--- config.mk ---
export PLATFORM = sky130hd
export DESIGN_NAME = neuron_layer_sequencer
export DESIGN_NICKNAME = d
export VERILOG_FILES = /design/src/rtl/neuron_pkg.sv /design/src/rtl/neuron_mac.sv /design/src/rtl/neuron_layer_sequencer.sv
export SDC_FILE = /design/constraint.sdc
export NUM_CORES = 1
export LEC_CHECK = 0
export BUFFER_PORTS_ARGS = -buffer_cell sky130_fd_sc_hd__buf_4
export CAP_MARGIN = 20
export CORE_AREA = 10 10 138 140
export CTS_BUF_LIST = sky130_fd_sc_hd__clkbuf_16
export CTS_CLUSTER_DIAMETER = 50
export DETAILED_ROUTE_END_ITERATION = 12
export DIE_AREA = 0 0 148 150
export PLACE_DENSITY_LB_ADDON = 0.1
export SYNTH_ARGS = -nofsm -noshare
export SYNTH_HDL_FRONTEND = slang
export SYNTH_SLANG_ARGS = --single-unit
--- constraint.sdc ---
create_clock -name clk -period 4.7 [get_ports clk]
set_clock_uncertainty 0.15 [all_clocks]
set_input_delay 0.47 -clock clk [delete_from_list [all_inputs] [get_ports clk]]
set_output_delay 0.47 -clock clk [all_outputs]
set_load 0.1 [all_outputs]
--- src/rtl/neuron_pkg.sv ---
// neuron_pkg: shared types, widths and saturation helper for the neuron layer sequencer.
package neuron_pkg;
   localparam int NEURON_W = 8;
   localparam int ACC_W    = 22;
   typedef enum logic [1:0] {IDLE, MAC, WRITE, DONE} state_t;
   function automatic logic signed [NEURON_W-1:0] sat8(input logic signed [ACC_W-1:0] v);
      return (v > 22'sd127) ? 8'sh7f : (v < -22'sd128) ? 8'sh80 : v[NEURON_W-1:0];
   endfunction
endpackage

--- src/rtl/neuron_mac.sv ---
// neuron_mac: signed 8x8 multiply-accumulate into a 22-bit signed accumulator.
//   clk, rst : clock, async active-high reset
//   clr      : synchronous clear (wins over en)
//   en       : accumulate a*b this edge
//   a, b     : signed neuron value and weight
//   acc      : running signed sum
module neuron_mac
   import neuron_pkg::*;
(
   input  logic                       clk,
   input  logic                       rst,
   input  logic                       clr,
   input  logic                       en,
   input  logic signed [NEURON_W-1:0] a,
   input  logic signed [NEURON_W-1:0] b,
   output logic signed [ACC_W-1:0]    acc
);
   logic signed [2*NEURON_W-1:0] prod;
   assign prod = a * b;
   always_ff @(posedge clk or posedge rst)
      if (rst) acc <= '0;
      else if (clr) acc <= '0;
      else if (en) acc <= acc + ACC_W'(prod);
endmodule

--- src/rtl/neuron_layer_sequencer.sv ---
// neuron_layer_sequencer: computes N_OUT dense-layer outputs from N_IN RAM inputs and ROM weights.
//   clk, rst            : clock, async active-high reset
//   start, busy, done   : run request, run in progress, one-cycle completion pulse
//   ram_read_address/ram_oe/ram_read_data   : neuron RAM read side (combinational read)
//   ram_write_address/ram_write_data/ram_wre: neuron RAM write side
//   w_addr/w_data       : weight ROM (combinational read), weight j*N_IN+i
// Optional: define NEURON_RELU_EN to clamp negative results to 0 after saturation.
module neuron_layer_sequencer
   import neuron_pkg::*;
#(
   parameter int N_IN     = 4,
   parameter int N_OUT    = 2,
   parameter int IN_BASE  = 0,
   parameter int OUT_BASE = 20,
   parameter int FRAC     = 0
) (
   input  logic                       clk,
   input  logic                       rst,
   input  logic                       start,
   output logic                       busy,
   output logic                       done,
   output logic [7:0]                 ram_read_address,
   output logic                       ram_oe,
   input  logic signed [NEURON_W-1:0] ram_read_data,
   output logic [7:0]                 ram_write_address,
   output logic signed [NEURON_W-1:0] ram_write_data,
   output logic                       ram_wre,
   output logic [7:0]                 w_addr,
   input  logic signed [NEURON_W-1:0] w_data
);
   // Regions are checked on the 256-entry circular address space.
   localparam int D_IO = (IN_BASE - OUT_BASE) & 255;
   localparam int D_OI = (OUT_BASE - IN_BASE) & 255;
   if (N_IN < 1 || N_IN > 64 || N_OUT < 1 || N_OUT > 64 || FRAC < 0 || FRAC > 8) begin : g_bad_range
      $error("neuron_layer_sequencer: parameter out of range");
   end
   if (D_IO < N_OUT || D_OI < N_IN) begin : g_overlap
      $error("neuron_layer_sequencer: input and output regions overlap");
   end

   state_t state, state_nxt;
   logic [6:0] i, j;
   logic [7:0] w_addr_q, w_addr_c;
   logic clr, en, last_i, last_j;
   logic signed [ACC_W-1:0] acc, acc_sh;
   logic signed [NEURON_W-1:0] sat, result;

   assign last_i   = i == 7'(N_IN - 1);
   assign last_j   = j == 7'(N_OUT - 1);
   assign w_addr_c = 8'(j) * 8'(N_IN) + 8'(i);
   assign acc_sh   = acc >>> FRAC;
   assign sat      = sat8(acc_sh);
`ifdef NEURON_RELU_EN
   assign result   = sat[NEURON_W-1] ? '0 : sat;
`else
   assign result   = sat;
`endif

   neuron_mac u_mac (
      .clk(clk), .rst(rst), .clr(clr), .en(en),
      .a(ram_read_data), .b(w_data), .acc(acc)
   );

   always_ff @(posedge clk or posedge rst)
      if (rst) state <= IDLE;
      else state <= state_nxt;

   // w_addr_q remembers the last weight address so it holds outside MAC.
   always_ff @(posedge clk or posedge rst)
      if (rst) begin
         i        <= '0;
         j        <= '0;
         w_addr_q <= '0;
      end else if (state == IDLE && start) begin
         i <= '0;
         j <= '0;
      end else if (state == MAC) begin
         i        <= i + 7'd1;
         w_addr_q <= w_addr_c;
      end else if (state == WRITE) begin
         i <= '0;
         j <= last_j ? j : j + 7'd1;
      end

   always_comb begin
      state_nxt         = state;
      clr               = 1'b0;
      en                = 1'b0;
      busy              = 1'b1;
      done              = 1'b0;
      ram_oe            = 1'b0;
      ram_wre           = 1'b0;
      ram_read_address  = '0;
      ram_write_address = '0;
      ram_write_data    = '0;
      w_addr            = w_addr_q;
      case (state)
         IDLE: begin
            busy      = 1'b0;
            clr       = start;
            state_nxt = start ? MAC : IDLE;
         end
         MAC: begin
            en               = 1'b1;
            ram_oe           = 1'b1;
            ram_read_address = 8'(IN_BASE) + {1'b0, i};
            w_addr           = w_addr_c;
            state_nxt        = last_i ? WRITE : MAC;
         end
         WRITE: begin
            ram_wre           = 1'b1;
            ram_write_address = 8'(OUT_BASE) + {1'b0, j};
            ram_write_data    = result;
            clr               = 1'b1;
            state_nxt         = last_j ? DONE : MAC;
         end
         default: begin
            done      = 1'b1;
            state_nxt = IDLE;
         end
      endcase
   end
endmodule

# --- Word level (Yosys, flattened, before mapping) ---
# Cells that the tools add are included.
word_totals:
  register_bits: 46
  mem_bits_rw: 0
  romBits: 0
  mem_count: 0
  input_bits: 19
  latch_bits: 0
op_classes:
  multipliers: 1
  n_div: 0
  addsub: 5
  reduce_logical: 7
  n_shift: 0
  bitwise: 0
  eq_ne: 6
  mux: 24
  magnitude_cmp: 2
ops:
  columns: ["operator", "n"]
  rows:
  - ["$mux W7", 8]
  - ["$mux W22", 2]
  - ["$mux W8", 5]
  - ["$add A22 B16 Y22", 1]
  - ["$gt A22 B8 Y1 const B", 1]
  - ["$lt A22 B8 Y1 const B", 1]
  - ["$mul A8 B8 Y16", 1]
  - ["$add A7 B1 Y7 const B", 2]
  - ["$add A5 B7 Y8 const A", 1]
  - ["$add A8 B7 Y8", 1]
  - ["$eq A7 B1 Y1 const B", 1]
  - ["$eq A7 B2 Y1 const B", 1]
  - ["$pmux W2 S3", 1]
  - ["$mux W1", 5]
  - ["$mux W2", 2]
  - ["$reduce_bool A2 Y1", 2]
  - ["$reduce_and A3 Y1", 1]
  - ["$reduce_bool A3 Y1", 1]
  - ["$reduce_or A3 Y1", 1]
  - ["$eq A2 B1 Y1 const B", 1]
  - ["$eq A2 B2 Y1 const B", 1]
  - ["$logic_not A2 Y1", 1]
  - ["$ne A2 B1 Y1 const B", 1]
  - ["$ne A2 B2 Y1 const B", 1]
  - ["2 further kinds", 2]

# --- Depth between registers and ports, before layout ---
# Gate-level depths: netlist of the first run.
logic_depth:
  word_depth: 5
  ltp_mapped: 19

# --- Modules after synthesis ---
# Synthesis of the first run repeated with hierarchy kept, for this count alone.
unflattened:
  cells_unflattened: 678
  area_unflattened_um2: 6439.9
modules_own_cells:
  columns: ["module", "instances", "area_per_inst_um2", "cells_per_inst"]
  rows:
  - ["neuron_mac", 1, 4759.6, 471]
  - ["neuron_layer_sequencer", 1, 1680.4, 207]

# --- Least setup slack after synthesis of the first run ---
# Ideal clock, no wire load.
synth_timing:
  path_type: "input-to-reg"
  from: "input w_data[1]"
  to: "register u_mac.acc[19]"
  arrival_time_ns: 5.079
  setup_slack_ns: -0.663
  setup_time_ns: 0.135
  stages: 14
  cell_sequence: "clkbuf_1 -> and2_1 -> fa_1 -> fa_1 -> fa_1 -> fa_1 -> ha_1 -> ha_1 -> o211ai_1 -> o21ai_1 -> o211ai_2 -> a31oi_1 -> o221a_2 -> o211ai_1"
synth_between:
  elab_chain_len: 4
synth_lines:
  columns: ["element", "line_no", "source"]
  rows:
  - ["from (decl)", "neuron_layer_sequencer.sv:29", "input logic signed [NEURON_W-1:0] w_data"]
  - ["$mul A8 B8 Y16", "neuron_mac.sv:19", "assign prod = a * b;"]
  - ["$add A22 B16 Y22", "neuron_mac.sv:23", "else if (en) acc <= acc + ACC_W'(prod);"]
  - ["$mux W22", "neuron_mac.sv:23", null]
  - ["$mux W22", "neuron_mac.sv:22", "else if (clr) acc <= '0;"]
  - ["to (signal assigned)", "neuron_mac.sv:23", null]
  - ["to (decl)", "neuron_mac.sv:16", "output logic signed [ACC_W-1:0] acc"]
# No other way between the ends. The select of a mux whose other input is x is not followed.
# A chain may end at the register's enable or synchronous reset.

# --- Final worst setup path of the first run ---
layout_timing:
  from: "input w_data[4]"
  to: "register u_mac.acc[21]"
# The elaborated chain is that of the path after synthesis.

==> qor.csv, run 1 <==
metric;value;unit
post-synth design cell area;6266;µm²
post-route cell area;8093;µm²
Syn Area/Cell;9.494;µm²
total CTS buffers;5;
Final HPWL DP;13.10;mm
Post-Place Cells;984;
Top FF cell, synth;dfrtp_1;
CORE AREA;16350;µm²
RePlAce Congestion;0.8554;
slowest stage delay, CP;580;ps
flop2flop setup slack;160;ps
clock-pin slew on the worst setup and hold paths;60;ps
Cell Rows;47;
crit start category;input pin;
Post-Syn Nets;836;
max-slew violations;0;
I/O pins;55;
Worst slew margin;38.76;%
Fill cells;1581;
die height;150;µm
R2R Path End;u_mac.acc[20];
DRC;0;
most used cell along the critical path;fa_1;
Area Overhead vs Synth;29.15;%
remaining global-route overflow;0;
final worst path period share;98.72;%
crit end category;flip-flop;
worst skew pair latency;280;ps
RSZ-0062 raised after global routing;true;
via count;4857;
fraction of layout cells with a size suffix above 1;26.70;%
Sink Count;46;
number of distinct library cells after synthesis;55;
yosys warns;0;
Wirelength per Cell;15.85;µm
total track usage;15.08;%
final setup violation count;0;
nets;955;
global-route wire length before repair;27.59;mm
crit path kind;input pin to flip-flop;
maximum clock rate;0.2155;GHz
CP max FO;8;
initial antenna violation count;0;
Slowest cell on crit path;fa_2;
Antenna Nets Post-Route;0;
worst reg2reg path startpoint;u_mac.acc[6];
sequential element share of the synthesized area;18.37;%
largest net degree at the start of global routing;47;
placed cell area;7566;µm²
crit path time final;4640;ps
DRT Pass-1 Iters;6;
Seq cells post-synth;46;
die footprint;22200;µm²
Initial Util;38.33;%
drt total wl;15.83;mm
port buffer count;53;
number of synthesized flops with an enable pin;0;
Worst-Margin Slew;917.5;ps
area taken by multi-input logic gates;5052;µm²
depth of the most critical reg-to-reg path;15;
n_diodes;0;
CTS H-Tree Depth;2;
synthesized instance count;660;
Setup WS pre-CTS;-383.9;ps
min-delay worst type;input pin to async pin;
MaxCap Viol Count;0;
Hold Buf Count CTS;0;
TritonCTS clock tree;done;
DIE WIDTH;148;µm
clock root buffer;clkbuf_16;
Finished Layout Cells;999;
vias in the first global route;5460;
worst path cell trace;buf_4 > and2_1 > fa_1 > inv_2 > fa_2 > inv_2 > fa_1 > fa_1 > ha_4 > ha_4 > a21oi_4 > nand3_2 > o211ai_1 > a21oi_1 > or4_1 > nand3_1;
worst path required time;4760;ps
setup ws final;60.07;ps
WP data arrival;4700;ps
area taken by flip-flops and latches;1151;µm²
Fin. Hold Viols;0;
status;completed;
Synth async-reset ratio;100.0;%
DR iter-0 viols;200;
clk buf depth;2;
vias per cell;4.862;
## flip-flops by register name, indices dropped and copies added (netlist names)
signal	cells
i	7
j	7
state	2
u_mac.acc	22
w_addr_q	8
## worst max-delay path by stage
stage	startpoint	end	slack, ps	cells after the start
after floorplan	w_data[1]	u_mac.acc[12]	-3	17
after global placement	ram_read_data[1]	u_mac.acc[12]	-290	16
after detailed placement	w_data[7]	u_mac.acc[17]	-380	17
after CTS	u_mac.acc[6]	u_mac.acc[12]	-5	16
after global routing	w_data[4]	u_mac.acc[21]	-90	16
final	w_data[4]	u_mac.acc[21]	60	16
## placed cells by master, fill, tap and decap left out, drive strengths merged, types with 9 or more instances in the layout
master	count
nor2	45
fa	97
buf	127
nand3	14
nand2	58
a21o	9
a21oi	18
dfrtp	46
ha	60
xor2	12
o21ai	37
and2	44
xnor2	18
inv	106
## final cells by class
| class | count | area share (%) |
|---|---|---|
| Multi-Input combinational cell | 491 | 62.43 |
| Sequential cell | 46 | 14.22 |
| Timing Repair Buffer | 127 | 12.93 |
| Inverter | 108 | 5.056 |
| Tap cell | 220 | 3.401 |
| Clock buffer | 5 | 1.546 |
| Clock inverter | 2 | 0.4174 |
## synthesized netlist by cell type, types with 5 or more instances
cell type	instances	share of area (%)
a21o_1	9	1.1
clkbuf_1	10	0.60
nor3_1	7	0.56
xor2_1	12	1.7
nor2_1	45	2.7
dfrtp_1	46	18
and2_1	44	4.4
nand3_1	14	1.1
inv_1	106	6.3
fa_1	97	31
nand2_1	58	3.5
nand2b_1	5	0.50
ha_1	60	12
o21ai_0	36	2.9
a22o_1	7	0.98
a21oi_1	18	1.4
xnor2_1	18	2.5
## stage by stage
stage          utilization (%)  TNS [ps]  hold slack, ps
2_1_floorplan                -    -2.847           288.7
3_3_place_gp             46.28     -2662           302.5
3_5_place_dp             46.28     -3223           307.7
4_1_cts                  47.39    -4.535           319.5
5_1_grt                  49.50    -391.0           84.20
6_report                 49.50         0           58.49
## logic make-up after synthesis
group / synth area share (%)
AND/OR/NAND/NOR: 15.85
adder cells (fa/ha/maj): 42.97
flip-flops: 18.37
XOR/XNOR: 4.193
multiplexers: 0.1797
buffers and inverters: 7.548
AO/OA/AOI/OAI: 10.82
other: 0.05985
## worst max-delay path, delay by kind of cell
family	cells	cell delay, ps
AO/OA/AOI/OAI	3	430
AND/OR/NAND/NOR	4	770
adder cells (fa/ha/maj)	6	2690
buffers and inverters	3	340
## repair_timing
item | in CTS | in global routing
gates cloned | 0 | 0
resized for setup | 6 | 53
setup endpoints to repair | 7 | 12
pin swaps | 4 | 36
buffers inserted | 0 | 7
## per-layer routing
layer	GRT usage (%)	part of all wire, %	vias to the layer above
li1	-	-	2362
met1	19.34	44	2394
met2	26.55	51	81
met3	2.053	2.8	20
met4	3.023	1.8	0
met5	0	0	-
Power of run 1 is not shown: default switching activity piles up to over one toggle a cycle in this logic, so the estimate is an artifact.
==> run 2: changes to the inputs <==
Settings changed: CELL_PAD_IN_SITES_DETAIL_PLACEMENT set to 0, CELL_PAD_IN_SITES_GLOBAL_PLACEMENT set to 1, CORE_AREA 10 10 138 140 to 10 10 140 142, DIE_AREA 0 0 148 150 to 0 0 150 152, SYNTH_HIERARCHICAL set to 1.
==> qor.csv, run 2 <==
metric;value;unit
status;complete, but fails checks;
failing checks;setup timing;
biggest regs;u_mac/acc (22), w_addr_q (8);
via count;5092;
Syn Area/Cell;9.498;µm²
Antenna Nets Post-Route;0;
DR iter-0 viols;166;
RePlAce Congestion;0.7909;
I/O pins;55;
clk buf depth;2;
WP data arrival;4740;ps
drt total wl;16.56;mm
crit start category;input pin;
post-route cell area;8428;µm²
number of distinct library cells after synthesis;61;
most common cell after layout, fill and taps aside;buf_4;
CP max FO;8;
global-route wire length before repair;27.46;mm
DRC;0;
n_diodes;0;
initial antenna violation count;0;
DIE WIDTH;150;µm
worst path required time;4720;ps
hold slack;317.6;ps
Cell Rows;48;
Seq cells post-synth;46;
Area Overhead vs Synth;30.87;%
Final HPWL DP;13.44;mm
M3 GR Usage;2.079;%
setup ws final;-16.63;ps
largest net degree at the start of global routing;32;
CTS H-Tree Depth;2;
yosys warns;6;
final worst path period share;100.4;%
Synth area leader;fa_1;
most frequent cells in the layout;124 x buf_4, 95 x inv_1, 90 x fa_1;
post-synth design cell area;6440;µm²
Worst-Margin Slew;1027;ps
die height;152;µm
clock-pin slew on the worst setup and hold paths;70;ps
most common cell in the netlist;inv_1;
Worst slew margin;31.54;%
total track usage;14.38;%
sequential element share of the synthesized area;17.87;%
Sink Count;46;
Synth top area share;30.15;%
Biggest register;u_mac/acc;
fraction of layout cells with a size suffix above 1;27.67;%
worst skew pair latency;290;ps
min-delay worst type;input pin to flip-flop;
nets;981;
area taken by flip-flops and latches;1151;µm²
die footprint;22800;µm²
vias in the first global route;5440;
crit path time final;4717;ps
crit end category;flip-flop;
Fill cells;1609;
total CTS buffers;5;
Largest register FFs;22;
vias per cell;4.939;
Initial Util;38.02;%
MaxCap Viol Count;0;
busiest layer in global routing;met2;
Fin. Hold Viols;0;
grt met2 use;24.35;%
final setup violation count;2;
DRT Pass-1 Iters;5;
setup TNS;-17.33;ps
Wirelength per Cell;16.06;µm
TritonCTS clock tree;done;
synthesized instance count;678;
placed cell area;7725;µm²
maximum clock rate;0.2120;GHz
max-slew violations;0;
number of synthesized flops with an enable pin;0;
port buffer count;53;
remaining global-route overflow;0;
Synth async-reset ratio;100.0;%
Post-synth top cells;106 x inv_1, 97 x fa_1, 60 x ha_1;
top post-synthesis cells by area;fa_1 30%, dfrtp_1 18%, ha_1 12%, inv_1 6.2%, and2_1 4.3%;
RSZ-0062 raised after global routing;true;
Post-Syn Nets;854;
area taken by multi-input logic gates;5284;µm²
crit path kind;input pin to flip-flop;
M1 GR Usage;19.19;%
clock root buffer;clkbuf_16;
Top FF cell, synth;dfrtp_1;
CORE AREA;16940;µm²
[run 2: cell count changes in the layout (fill, tap and decap cells not counted), sizes merged, moves of 4 or more]
cell / change
o22ai: +4
a22o: -6
o21a: +5
nand2b: +10
o31ai: +5
xnor2: -6
o21ai: -9
buf: +6
mux2i: +11
[run 2: repair_timing]
item / in CTS / in global routing
pin swaps: 25 / 54
hold buffers: 0 / 1
setup buffers: 7 / 4
hold endpoints to repair: 0 / 4
cloned: 0 / 2
resized for setup: 20 / 52
endpoints found under the setup margin: 9 / 11
[run 2: cell families after synthesis]
logic type,synth area share [%]
other,0.05823
AND/OR/NAND/NOR,16.92
AO/OA/AOI/OAI,10.67
buffers and inverters,7.383
XOR/XNOR,3.400
adder cells (fa/ha/maj),41.81
multiplexers,1.885
flip-flops,17.87
[run 2: area by class of cell]
class	count	share of cell area (%)
well taps	225	3.340
inverters	109	4.914
clock inverters	3	0.4899
multi-input cells	508	62.69
flip-flops and latches	46	13.66
repair buffers	135	13.42
clock buffers	5	1.485
[run 2: path summary, 6_finish.rpt]
path / startpoint / endpoint / slack (ps) / depth (start not counted)
worst max-delay path: w_data[3] / u_mac/acc[16] / -20 / 18
worst min-delay path: start / state[0] / 320 / 3
worst max register to register: u_mac/acc[6] / u_mac/acc[12] / 20 / 17
worst min register to register: w_addr_q[4] / w_addr_q[4] / 320 / 2
max in group asynchronous: rst / u_mac/acc[17] / 3320 / 4
min in group asynchronous: rst / w_addr_q[6] / 540 / 3
[run 2: layer usage]
layer | vias to the layer above | share of wire [%]
li1 | 2461 | -
met1 | 2518 | 45
met2 | 92 | 50
met3 | 21 | 3.3
met4 | 0 | 1.3
met5 | - | 0
[run 2: per-stage QoR]
| step | worst slack, ps | cells | utilization [%] |
|---|---|---|---|
| detailed placement | -438.7 | 1007 | 45.61 |
| floorplan | -154.9 | 678 | - |
| global placement | -424.7 | 1007 | 45.61 |
| CTS | -69.52 | 1022 | 47.78 |
| finish | -16.63 | 1031 | 49.76 |
| global route | -135.7 | 1031 | 49.76 |
[run 2: worst max-delay path, stage by stage]
cell and delay (ps):
buf_4 150, nand2_4 70, inv_1 60, fa_2 610, inv_4 60, fa_1 530
inv_1 50, fa_1 540, fa_1 460, ha_4 270, ha_4 300, o21a_1 120
o21ai_1 60, nand2b_1 100, and4_4 240, a21oi_2 60, or4b_1 470, o311ai_1 120
Power of run 2 is left out for the same reason.
==> run 3: changes to the inputs <==
Settings changed: ABC_AREA set to 1, CORE_AREA 10 10 140 142 to 10 10 144 146, DIE_AREA 0 0 150 152 to 0 0 154 156.
==> qor.csv, run 3 <==
metric;value;unit
Seq cells post-synth;46;
clock-pin slew on the worst setup and hold paths;70;ps
Antenna Nets Post-Route;0;
max-slew violations;0;
number of synthesized flops with an enable pin;0;
vias in the first global route;6179;
most used cell along the critical path;fa_1;
worst skew pair latency;290;ps
total track usage;15.17;%
Synth area leader;fa_1;
Largest register FFs;22;
vias per cell;4.715;
largest net degree at the start of global routing;25;
DRT Pass-1 Iters;4;
Top FF cell, synth;dfrtp_1;
crit start category;input pin;
Worst-Margin Slew;680.6;ps
nets;1156;
total CTS buffers;5;
Initial Util;38.35;%
DIE WIDTH;154;µm
n_diodes;0;
crit path time final;4549;ps
most frequent cells in the layout;215 x nand2_1, 183 x inv_1, 106 x buf_4;
Fin. Hold Viols;0;
remaining global-route overflow;0;
sequential element share of the synthesized area;16.83;%
die footprint;24020;µm²
RSZ-0062 raised after global routing;true;
final worst path period share;96.79;%
top post-synthesis cells by area;fa_1 28%, dfrtp_1 17%, nand2_1 12%, ha_1 11%, inv_1 10%;
I/O pins;55;
port buffer count;53;
post-route cell area;8406;µm²
global-route wire length before repair;30.47;mm
initial antenna violation count;0;
min-delay worst type;flip-flop to flip-flop;
slowest stage delay, CP;550;ps
most common cell after layout, fill and taps aside;nand2_1;
MaxCap Viol Count;0;
CP max FO;4;
Area Overhead vs Synth;22.86;%
Post-Place Cells;1198;
crit path kind;input pin to flip-flop;
final setup violation count;0;
crit end category;flip-flop;
worst path required time;4720;ps
Synth top area share;28.38;%
clock root buffer;clkbuf_16;
synthesized instance count;885;
Post-synth top cells;217 x nand2_1, 186 x inv_1, 97 x fa_1;
CTS H-Tree Depth;2;
Finished Layout Cells;1210;
biggest regs;u_mac/acc (22), w_addr_q (8);
number of distinct library cells after synthesis;41;
CORE AREA;17840;µm²
worst path cell trace;buf_4 > clkinv_2 > or2_2 > fa_1 > fa_1 > inv_1 > fa_1 > fa_1 > fa_1 > ha_4 > a21oi_2 > buf_4 > nand3_2 > or2_2 > nand3_1 > nand2_1;
status;completed;
Biggest register;u_mac/acc;
DRC;0;
Sink Count;46;
RePlAce Congestion;0.8152;
TritonCTS clock tree;done;
Wirelength per Cell;14.60;µm
maximum clock rate;0.2198;GHz
most common cell in the netlist;nand2_1;
Final HPWL DP;15.27;mm
Worst slew margin;54.46;%
die height;156;µm
Synth async-reset ratio;100.0;%
drt total wl;17.67;mm
Buf/Inv on CP;4;
via count;5705;
Cell Rows;49;
setup TNS;0;ps
WP data arrival;4570;ps
fraction of layout cells with a size suffix above 1;20.29;%
yosys warns;6;
Slowest cell on crit path;fa_1;
clk buf depth;2;
placed cell area;8103;µm²
DR iter-0 viols;213;
Post-Syn Nets;1061;
CP delay by family, top;adder cells;
Syn Area/Cell;7.731;µm²
post-synth design cell area;6842;µm²
[run 3: changes by cell type in the layout (fill, tap and decap cells not counted), sizes merged, moves of 6 or more]
cell and change:
mux2i -11, xnor2 -11, o31ai -6, nand2 +174, xor2 -9, and2 -44
a21o -10, a21oi +14, o21ai +11, nor2 +33, buf -23, inv +84
nand2b -15, nand3 +30
[run 3: cell families (layout without fill, tap and decap cells)]
| logic type | after synthesis | count (layout) | synth area share (%) |
|---|---|---|---|
| adder cells (fa/ha/maj) | 157 | 157 | 39.36 |
| AND/OR/NAND/NOR | 372 | 372 | 23.81 |
| other | 1 | 1 | 0.05481 |
| flip-flops | 46 | 46 | 16.83 |
| XOR/XNOR | 5 | 5 | 0.6401 |
| buffers and inverters | 218 | 314 | 12.31 |
| AO/OA/AOI/OAI | 86 | 86 | 7.005 |
[run 3: final timing paths]
check                        startpoint      endpoint  slack, ps  cells after the start
max                           w_data[7]  u_mac/acc[9]        150                     16
min                         w_addr_q[2]   w_addr_q[2]        320                      2
max reg2reg                u_mac/acc[6]  u_mac/acc[9]        310                     16
min reg2reg                 w_addr_q[2]   w_addr_q[2]        320                      2
max in group asynchronous           rst  u_mac/acc[2]       3520                      4
min in group asynchronous           rst   w_addr_q[0]        490                      3
[run 3: final cells by class]
type / count / area (µm²)
clock buffer: 5 / 125.1
clock inverter: 3 / 41.29
fill: 1791 / 9435
inverter: 195 / 743.2
multi-input combinational: 621 / 5157
sequential: 46 / 1151
tap: 229 / 286.5
timing repair buffer: 111 / 900.9
[run 3: layer usage]
layer	GRT usage, %	routed length, µm	vias to the layer above
li1	-	-	2863
met1	18.68	7831	2756
met2	27.59	9086	70
met3	2.233	539	16
met4	2.744	213	0
met5	0	0	-
[run 3: worst min-delay path, cell delays in order (launching register included)]
cell	delay, ps
dfrtp_1	320
nand2_1	60
nand2_1	60
[run 3: what timing repair did]
item                                   4_1_cts  5_1_grt
resized for setup                            0       15
endpoints found under the hold margin        0        4
setup endpoints to repair                    0       10
setup buffers                                0        1
hold buffers                                 0        1
[run 3: metrics by stage]
stage | utilization [%] | worst slack (ps) | hold slack, ps
after floorplan | - | -3.115 | 286.7
after global placement | 45.42 | -177.4 | 299.0
after detailed placement | 45.42 | -194.6 | 305.1
after CTS | 46.35 | 79.76 | 298.3
after global routing | 47.11 | -29.09 | 366.0
final | 47.11 | 150.8 | 319.1
Power of run 3 is left out for the same reason.
